**src/rtl/opb_register_bank_ppc2simulink_pkg.sv**
```systemverilog
// Shared OPB slave helpers: FSM states, latched request, byte-lane mapping
// and the ack/zero read-bus rule.
package opb_reg_pkg;

  typedef enum logic [1:0] {
    S_IDLE = 2'd0,
    S_ACK  = 2'd1,
    S_HOLD = 2'd2
  } opb_state_e;

  localparam int REG_STRIDE = 4;

  // Request captured when a transfer is accepted. be[3] is OPB_BE[0]
  // (bits 31:24) so that be[j] always selects bits 8j+7:8j.
  typedef struct packed {
    logic [31:0] off;
    logic        rnw;
    logic [3:0]  be;
    logic [31:0] data;
  } opb_req_t;

  function automatic logic [31:0] be_to_mask(input logic [3:0] be);
    return {{8{be[3]}}, {8{be[2]}}, {8{be[1]}}, {8{be[0]}}};
  endfunction

  // OPB slaves must drive zero on the shared data bus unless acking a read
  function automatic logic [31:0] ack_bus(input logic ack, input logic [31:0] d);
    return ack ? d : 32'h0;
  endfunction

endpackage

```
**src/rtl/opb_register_bank_ppc2simulink_if.sv**
```systemverilog
// OPB slave-side bus signals, kept in OPB big-endian bit numbering.
interface opb_register_bank_ppc2simulink_if;
  logic [0:31] OPB_ABus;
  logic [0:3]  OPB_BE;
  logic [0:31] OPB_DBus;
  logic        OPB_RNW;
  logic        OPB_select;
  logic        OPB_seqAddr;
  logic [0:31] Sl_DBus;
  logic        Sl_xferAck;
  logic        Sl_errAck;
  logic        Sl_retry;
  logic        Sl_toutSup;

  modport master (
    output OPB_ABus, OPB_BE, OPB_DBus, OPB_RNW, OPB_select, OPB_seqAddr,
    input  Sl_DBus, Sl_xferAck, Sl_errAck, Sl_retry, Sl_toutSup
  );

  modport slave (
    input  OPB_ABus, OPB_BE, OPB_DBus, OPB_RNW, OPB_select, OPB_seqAddr,
    output Sl_DBus, Sl_xferAck, Sl_errAck, Sl_retry, Sl_toutSup
  );
endinterface

```
**src/rtl/opb_register_bank_ppc2simulink_fsm.sv**
```systemverilog
// OPB slave transfer FSM: window decode, single-cycle ack, and a HOLD state
// so one select assertion yields exactly one ack.
module opb_slave_fsm
  import opb_reg_pkg::*;
#(
  parameter logic [31:0] C_BASEADDR = 32'h0000_0000,
  parameter logic [31:0] C_HIGHADDR = 32'h0000_00FF
) (
  input  logic        clk,
  input  logic        rst_n,
  input  logic        select,
  input  logic [31:0] addr,
  input  logic        rnw,
  input  logic [3:0]  be,
  input  logic [31:0] data,
  output logic        ack,
  output opb_req_t    req
);

  opb_state_e  state;
  logic        ack_q;
  logic [31:0] off;
  logic        hit;

  // below-base addresses wrap to large offsets and miss the window
  assign off = addr - C_BASEADDR;
  assign hit = (off <= (C_HIGHADDR - C_BASEADDR));

  // accept in IDLE, ack for one cycle, then wait for select to drop
  always_ff @(posedge clk) begin
    if (!rst_n) begin
      state <= S_IDLE;
      ack_q <= 1'b0;
      req   <= '0;
    end else begin
      ack_q <= 1'b0;
      case (state)
        S_IDLE: if (select && hit) begin
          state <= S_ACK;
          ack_q <= 1'b1;
          req   <= '{off: off, rnw: rnw, be: be, data: data};
        end
        S_ACK:  state <= S_HOLD;
        S_HOLD: if (!select) state <= S_IDLE;
        default: state <= S_IDLE;
      endcase
    end
  end

  // a reset landing on the ack cycle suppresses that ack
  assign ack = ack_q & rst_n;

endmodule

```
**src/rtl/opb_register_bank_ppc2simulink.sv**
```systemverilog
// Bank of C_NUM_REGS software-writable 32-bit registers on OPB with
// byte-enable writes, update strobes, self-clearing pulse bits in register 0
// and an optional shadow/commit mode so a set of registers changes together.
module opb_register_bank_ppc2simulink
  import opb_reg_pkg::*;
#(
  parameter logic [31:0] C_BASEADDR   = 32'h0000_0000,
  parameter logic [31:0] C_HIGHADDR   = 32'h0000_00FF,
  parameter int          C_OPB_AWIDTH = 32,
  parameter int          C_OPB_DWIDTH = 32,
  parameter int          C_NUM_REGS   = 4,
  parameter int          C_ATOMIC     = 0,
  parameter logic [31:0] C_PULSE_MASK = 32'h0000_0000,
  parameter string       C_FAMILY     = "virtex5"
) (
  input  logic                           OPB_Clk,
  input  logic                           OPB_Rst_n,
  opb_register_bank_ppc2simulink_if.slave opb,
  output logic [32*C_NUM_REGS-1:0]       user_data_out,
  output logic [C_NUM_REGS-1:0]          user_update
);

  if (C_OPB_DWIDTH != 32 || C_OPB_AWIDTH != 32 || C_NUM_REGS < 1 || C_NUM_REGS > 32)
    $error("opb_register_bank_ppc2simulink: unsupported bus width or register count");
  if ((C_HIGHADDR - C_BASEADDR + 32'd1) < 32'(REG_STRIDE * (C_NUM_REGS + 1)))
    $error("opb_register_bank_ppc2simulink: address window too small");

  logic     ack;
  opb_req_t req;

  opb_slave_fsm #(
    .C_BASEADDR (C_BASEADDR),
    .C_HIGHADDR (C_HIGHADDR)
  ) u_fsm (
    .clk    (OPB_Clk),
    .rst_n  (OPB_Rst_n),
    .select (opb.OPB_select),
    .addr   (opb.OPB_ABus),
    .rnw    (opb.OPB_RNW),
    .be     (opb.OPB_BE),
    .data   (opb.OPB_DBus),
    .ack    (ack),
    .req    (req)
  );

  logic [C_NUM_REGS-1:0][31:0] out_q, shd_q;
  logic [C_NUM_REGS-1:0]       upd_q;
  logic [31:0]                 word, wmask, rd_data;
  logic                        wr, commit;

  assign word   = req.off / 32'(REG_STRIDE);
  assign wmask  = be_to_mask(req.be);
  assign wr     = ack & ~req.rnw;
  assign commit = (word == 32'(C_NUM_REGS));

  // register/shadow update, commit copy and pulse-bit self-clear
  always_ff @(posedge OPB_Clk) begin
    if (!OPB_Rst_n) begin
      out_q <= '0;
      shd_q <= '0;
      upd_q <= '0;
    end else begin
      upd_q    <= '0;
      out_q[0] <= out_q[0] & ~C_PULSE_MASK;
      if (wr && C_ATOMIC != 0 && commit) begin
        // commit overrides the self-clear so committed pulse bits show once
        out_q    <= shd_q;
        shd_q[0] <= shd_q[0] & ~C_PULSE_MASK;
        upd_q    <= '1;
      end
      for (int i = 0; i < C_NUM_REGS; i++) begin
        if (wr && word == 32'(i)) begin
          if (C_ATOMIC != 0) begin
            shd_q[i] <= (shd_q[i] & ~wmask) | (req.data & wmask);
          end else begin
            out_q[i] <= (out_q[i] & ~wmask) | (req.data & wmask);
            upd_q[i] <= 1'b1;
          end
        end
      end
    end
  end

  // read-back of output registers; pulse bits never read back as 1
  always_comb begin
    rd_data = '0;
    for (int i = 0; i < C_NUM_REGS; i++)
      if (word == 32'(i)) rd_data = (i == 0) ? (out_q[i] & ~C_PULSE_MASK) : out_q[i];
  end

  assign opb.Sl_DBus    = ack_bus(ack & req.rnw, rd_data);
  assign opb.Sl_xferAck = ack;
  assign opb.Sl_errAck  = 1'b0;
  assign opb.Sl_retry   = 1'b0;
  assign opb.Sl_toutSup = 1'b0;

  assign user_data_out = out_q;
  assign user_update   = upd_q;

  // burst hint is irrelevant: every beat is a single transfer
  logic unused_seq;
  assign unused_seq = opb.OPB_seqAddr;

endmodule

```
**src/flat_wrapper.sv**
```systemverilog
// flat-port wrapper written by rule: the top's interface ports become plain ports
module opb_register_bank_ppc2simulink_flat import opb_reg_pkg::*;
#(
  parameter logic [31:0] C_BASEADDR   = 32'h0000_0000,
  parameter logic [31:0] C_HIGHADDR   = 32'h0000_00FF,
  parameter int          C_OPB_AWIDTH = 32,
  parameter int          C_OPB_DWIDTH = 32,
  parameter int          C_NUM_REGS   = 4,
  parameter int          C_ATOMIC     = 0,
  parameter logic [31:0] C_PULSE_MASK = 32'h0000_0000,
  parameter string       C_FAMILY     = "       "
)
  (OPB_Clk, OPB_Rst_n, user_data_out, user_update, opb_OPB_ABus, opb_OPB_BE, opb_OPB_DBus, opb_OPB_RNW, opb_OPB_select, opb_OPB_seqAddr, opb_Sl_DBus, opb_Sl_xferAck, opb_Sl_errAck, opb_Sl_retry, opb_Sl_toutSup);
  opb_register_bank_ppc2simulink_if opb_i ();
  input  logic OPB_Clk;
  input  logic OPB_Rst_n;
  output logic [32*C_NUM_REGS-1:0] user_data_out;
  output logic [C_NUM_REGS-1:0] user_update;
  input wire logic [$bits(opb_i.OPB_ABus)-1:0] opb_OPB_ABus;
  input wire logic [$bits(opb_i.OPB_BE)-1:0] opb_OPB_BE;
  input wire logic [$bits(opb_i.OPB_DBus)-1:0] opb_OPB_DBus;
  input wire logic [$bits(opb_i.OPB_RNW)-1:0] opb_OPB_RNW;
  input wire logic [$bits(opb_i.OPB_select)-1:0] opb_OPB_select;
  input wire logic [$bits(opb_i.OPB_seqAddr)-1:0] opb_OPB_seqAddr;
  output wire logic [$bits(opb_i.Sl_DBus)-1:0] opb_Sl_DBus;
  output wire logic [$bits(opb_i.Sl_xferAck)-1:0] opb_Sl_xferAck;
  output wire logic [$bits(opb_i.Sl_errAck)-1:0] opb_Sl_errAck;
  output wire logic [$bits(opb_i.Sl_retry)-1:0] opb_Sl_retry;
  output wire logic [$bits(opb_i.Sl_toutSup)-1:0] opb_Sl_toutSup;
  assign opb_i.OPB_ABus = opb_OPB_ABus;
  assign opb_i.OPB_BE = opb_OPB_BE;
  assign opb_i.OPB_DBus = opb_OPB_DBus;
  assign opb_i.OPB_RNW = opb_OPB_RNW;
  assign opb_i.OPB_select = opb_OPB_select;
  assign opb_i.OPB_seqAddr = opb_OPB_seqAddr;
  assign opb_Sl_DBus = opb_i.Sl_DBus;
  assign opb_Sl_xferAck = opb_i.Sl_xferAck;
  assign opb_Sl_errAck = opb_i.Sl_errAck;
  assign opb_Sl_retry = opb_i.Sl_retry;
  assign opb_Sl_toutSup = opb_i.Sl_toutSup;
  opb_register_bank_ppc2simulink #(.C_BASEADDR(C_BASEADDR), .C_HIGHADDR(C_HIGHADDR), .C_OPB_AWIDTH(C_OPB_AWIDTH), .C_OPB_DWIDTH(C_OPB_DWIDTH), .C_NUM_REGS(C_NUM_REGS), .C_ATOMIC(C_ATOMIC), .C_PULSE_MASK(C_PULSE_MASK), .C_FAMILY(C_FAMILY)) u_core (.OPB_Clk(OPB_Clk), .OPB_Rst_n(OPB_Rst_n), .opb(opb_i), .user_data_out(user_data_out), .user_update(user_update));
endmodule
```
**config.mk**
```make
export PLATFORM = sky130hd
export DESIGN_NAME = opb_register_bank_ppc2simulink_flat
export DESIGN_NICKNAME = d
export VERILOG_FILES = /design/src/rtl/opb_register_bank_ppc2simulink_pkg.sv /design/src/rtl/opb_register_bank_ppc2simulink_if.sv /design/src/rtl/opb_register_bank_ppc2simulink_fsm.sv /design/src/rtl/opb_register_bank_ppc2simulink.sv /design/src/flat_wrapper.sv
export SDC_FILE = /design/constraint.sdc
export NUM_CORES = 1
export LEC_CHECK = 0
export ABC_AREA = 1
export CORE_UTILIZATION = 41
export CTS_BUF_LIST = sky130_fd_sc_hd__clkbuf_4 sky130_fd_sc_hd__clkbuf_8
export CTS_CLUSTER_SIZE = 40
export DETAILED_ROUTE_END_ITERATION = 8
export PLACE_DENSITY = 0.67
export SYNTH_ARGS = -nofsm -noshare
export SYNTH_HDL_FRONTEND = slang
export SYNTH_HIERARCHICAL = 1
export SYNTH_SLANG_ARGS = --single-unit
```
**constraint.sdc**
```tcl
create_clock -name OPB_Clk -period 5.2 [get_ports OPB_Clk]
set_input_delay 0.78 -clock OPB_Clk [delete_from_list [all_inputs] [get_ports OPB_Clk]]
set_output_delay 0.78 -clock OPB_Clk [all_outputs]
set_load 0.01 [all_outputs]
```
Word-level counts from Yosys, hierarchy flattened
Cells that the tools add are included.

Order comparisons: 1. Equal/unequal tests: 7. Muxes and demuxes: 13. Bitwise logic cells: 14. Reductions and logical operators: 10.

Operator list (number): bitwise AND 32 bit (5); 2-to-1 mux 32 bit (5); bitwise OR 32 bit (4); == test 30 x 2 -> 1 bit, second input constant (2); <= comparator 32 x 8 -> 1 bit, second input constant (1); logical NOT 32 bit (1); NOT 32 bit (1); == test 30 x 1 -> 1 bit, second input constant (1); one-hot mux 2 bit (3 select lines) (1); AND reduction 2 bit (3); logical AND 1 bit (5); 2-to-1 mux 1 bit (5); 2-to-1 mux 2 bit (2); != test 2 bit, second input constant (2); bitwise AND 1 bit (3); == test 2 x 1 -> 1 bit, second input constant (1); == test 2 bit, second input constant (1); logical NOT 2 bit (1); NOT 1 bit (1).

Register bits: 204. Input bits: 73. Output and inout bits: 168. Logic and storage cells: 56.

Depth between registers and ports, before layout
Word-level depth: 6. Gate-level depth with buffers: 12. Gate-level depth less buffers: 10.

Cells and area by module
The synthesis kept the hierarchy.

By module, submodules not included: opb_register_bank_ppc2simulink (times used 1, cells an instance 1386, area an instance 8051.5 sq um, seq. area each 2642.5 sq um); opb_slave_fsm (times used 1, cells an instance 428, area an instance 2909.0 sq um, seq. area each 1441.4 sq um).

Worst setup path before layout
No wires, ideal clock.

Path type: input -> output. Start: input port OPB_Rst_n. End: output port opb_Sl_DBus[0]. Arrival time: 2193 ps. Required time: 4420 ps. Setup slack: 2227 ps. Cell stages on the path: 9. Buffers on the path: 3. Path through: clkbuf_1 -> clkbuf_1 -> nand2_1 -> inv_1 -> nand2_1 -> inv_1 -> clkbuf_1 -> o21ai_1 -> nor2_1.

Word-level cells in the longest chain between the ends: 3.

RTL lines: start, declared (line flat_wrapper.sv:16) `input logic OPB_Rst_n;`; bitwise AND 1 bit (line opb_register_bank_ppc2simulink_fsm.sv:51) `assign ack = ack_q & rst_n;`; named net opb_Sl_xferAck (line flat_wrapper.sv:26) `output wire logic [$bits(opb_i.Sl_xferAck)-1:0] opb_Sl_xferAck;`; bitwise AND 1 bit (line opb_register_bank_ppc2simulink.sv:91) `assign opb.Sl_DBus = ack_bus(ack & req.rnw, rd_data);`; 2-to-1 mux 32 bit (line opb_register_bank_ppc2simulink_pkg.sv:28) `return ack ? d : 32'h0;`; end, declared (line flat_wrapper.sv:25) `output wire logic [$bits(opb_i.Sl_DBus)-1:0] opb_Sl_DBus;`.

The timed path passes the listed nets, and every way through them passes these cells.

Worst setup path in the final report
Start: register, netlist name u_core/u_fsm/req[42]. End: output port opb_Sl_DBus[24].

Word-level cells in the longest chain between the ends: 6. Elaborated cells on any way between the ends: 9. Those cells by class: eq/ne (3); mux (5); reduce/logical (1).

RTL lines: logical NOT 32 bit (line opb_register_bank_ppc2simulink.sv:88) `if (word == 32'(i)) rd_data = (i == 0) ? (out_q[i] & ~C_PULSE_MASK) : out_q[i];`; 2-to-1 mux 32 bit (3 in a row) (line opb_register_bank_ppc2simulink.sv:88); 2-to-1 mux 32 bit * (line opb_register_bank_ppc2simulink.sv:88); 2-to-1 mux 32 bit * (line opb_register_bank_ppc2simulink_pkg.sv:28).

Every way passes the cells marked *; elsewhere a longest branch is shown, timed or not.

==> results.json <==
{
  "status": "completed",
  "final_cell_mix": "nand2_1 (496), nor2_1 (363), inv_1 (356), clkdlybuf4s50_1 (233), dfxtp_1 (202)",
  "arrival_ns": 3.54,
  "synthesis.area_mm2": 0.0109,
  "relSlewSlack_pct": 14.6,
  "gp_congestion": 0.823,
  "dieArea_mm2": 0.0272,
  "hold_buffers": 0,
  "via_count": 10900,
  "first_pass_iters": 5,
  "worst_pin_slew_ns": 1.28,
  "pre_cts_ws_ns": 1.46,
  "area_growth_pct": 28.7,
  "path_max_fanout": 51,
  "grt-ovfl-total": 0,
  "die_h_um": 165,
  "final.setup.worst_slack_ns": 0.884,
  "placed_area_mm2": 0.0133,
  "ir_drop_v": 0.000111,
  "drcViolationCount": 0,
  "yosys_warnings": 6,
  "clock_path_buffers": 3,
  "fin_nets": 2060,
  "final_core_util_pct": 53.7,
  "p_leak_nw": 6.34,
  "final_cells": 2347,
  "start_util_pct": 41.8,
  "tns_ns": 0,
  "final_area_mm2": 0.0140,
  "place_hpwl_mm": 21.5,
  "min_period_ns": 4.32,
  "hold_slack_ns": 0.436,
  "finalWirelength_mm": 31.4,
  "cp-start-kind": "register",
  "path_class": "reg -> out",
  "post-route-period-util_pct": 83.0,
  "skew_ns": 0.0167,
  "rows": 59,
  "die_x_um": 165,
  "h-tree-depth": 2,
  "cts_inserted_buffers": 36,
  "hold_viol": 0,
  "hold_class": "reg -> reg",
  "grt_use_total_pct": 23.1,
  "drv_slew": 0,
  "grt_pass1_wl_mm": 49.8,
  "post_cts_resized": 0,
  "cp.required_ns": 4.42,
  "clkTransAtPathRegs_ns": 0.06,
  "cts_root_buf": "clkbuf_8",
  "grt_max_degree": 95,
  "first_iter_violations": 717,
  "ios": 241,
  "antenna_found_initial": 0,
  "postCtsSetupRepairBufs": 0,
  "drt-vias-per-instance": 4.66,
  "maxCapViolCount": 0,
  "cellPowerDensity_mw_per_mm2": 229,
  "first_global_vias": 9687,
  "core_area_mm2": 0.0261,
  "p_total_mw": 3.20,
  "drive_gt1_share_pct": 5.27,
  "setup_viol": 0,
  "n_antenna_cell": 0,
  "grt_setup_unrepaired": "no",
  "cts_tree": "built",
  "clock_latency_ns": 0.53,
  "synth.avg_cell_area_um2": 6.04,
  "place_inst": 2284,
  "clock-sinks": 202,
  "syn_inst": 1802,
  "ant_nets": 0,
  "worstSetupEndpointType": "output port",
  "max_freq_ghz": 0.232,
  "io_buffers": 234,
  "drt-wirelength-per-cell_um": 13.4,
  "final_common_cell": "nand2_1",
  "fillers": 2638
}
## worst max-delay path: stages (launching register included)
cell             delay (ns)
dfxtp_1                0.31
nor2_1                 0.25
nand2_1                0.11
nor2_2                 0.08
buf_4                  0.40
nand2_1                0.16
nor2_4                 0.47
buf_12                 0.33
nand2_1                0.08
nand2_1                0.09
nor2_1                 0.04
nor2_1                 0.07
clkdlybuf4s50_1        0.59
## power breakdown
part | internal [mW] | total [mW] | switching [mW]
clock | 0.878 | 1.53 | 0.647
sequential | 1.55 | 1.55 | 0.0000000292
combinational | 0.0674 | 0.129 | 0.0613
total | 2.49 | 3.20 | 0.708
## worst paths after layout
check | startpoint | to | slack [ns] | depth (start not counted)
max | u_core/u_fsm/req[42] | opb_Sl_DBus[24] | 0.88 | 12
min | u_core/u_fsm/req[62] | u_core/u_fsm/req[62] | 0.44 | 2
max reg2reg | u_core/u_fsm/req[54] | register | 2.28 | 11
min reg2reg | u_core/u_fsm/req[62] | u_core/u_fsm/req[62] | 0.44 | 2
## metal layers
| layer | up-vias | routed length, um | global-route usage (%) | part of all wire [%] |
|---|---|---|---|---|
| met2 | 346 | 13700 | 35.8 | 44 |
| met3 | 46 | 2150 | 4.19 | 6.9 |
| li1 | 5747 | - | - | - |
| met4 | 0 | 597 | 6.63 | 1.9 |
| met1 | 4790 | 14900 | 32.6 | 47 |
| met5 | - | 0 | 0 | 0 |
## cell type report
cell class	instances	area (um2)	area share, %
Sequential cell	202	4040	28.9
Clock buffer	59	724	5.17
Clock inverter	4	23.8	0.170
Multi-Input combinational cell	1134	4920	35.1
Timing Repair Buffer	256	2530	18.1
Inverter	357	1340	9.57
Tap cell	335	419	2.99
Power figures use the tool's default switching activity.
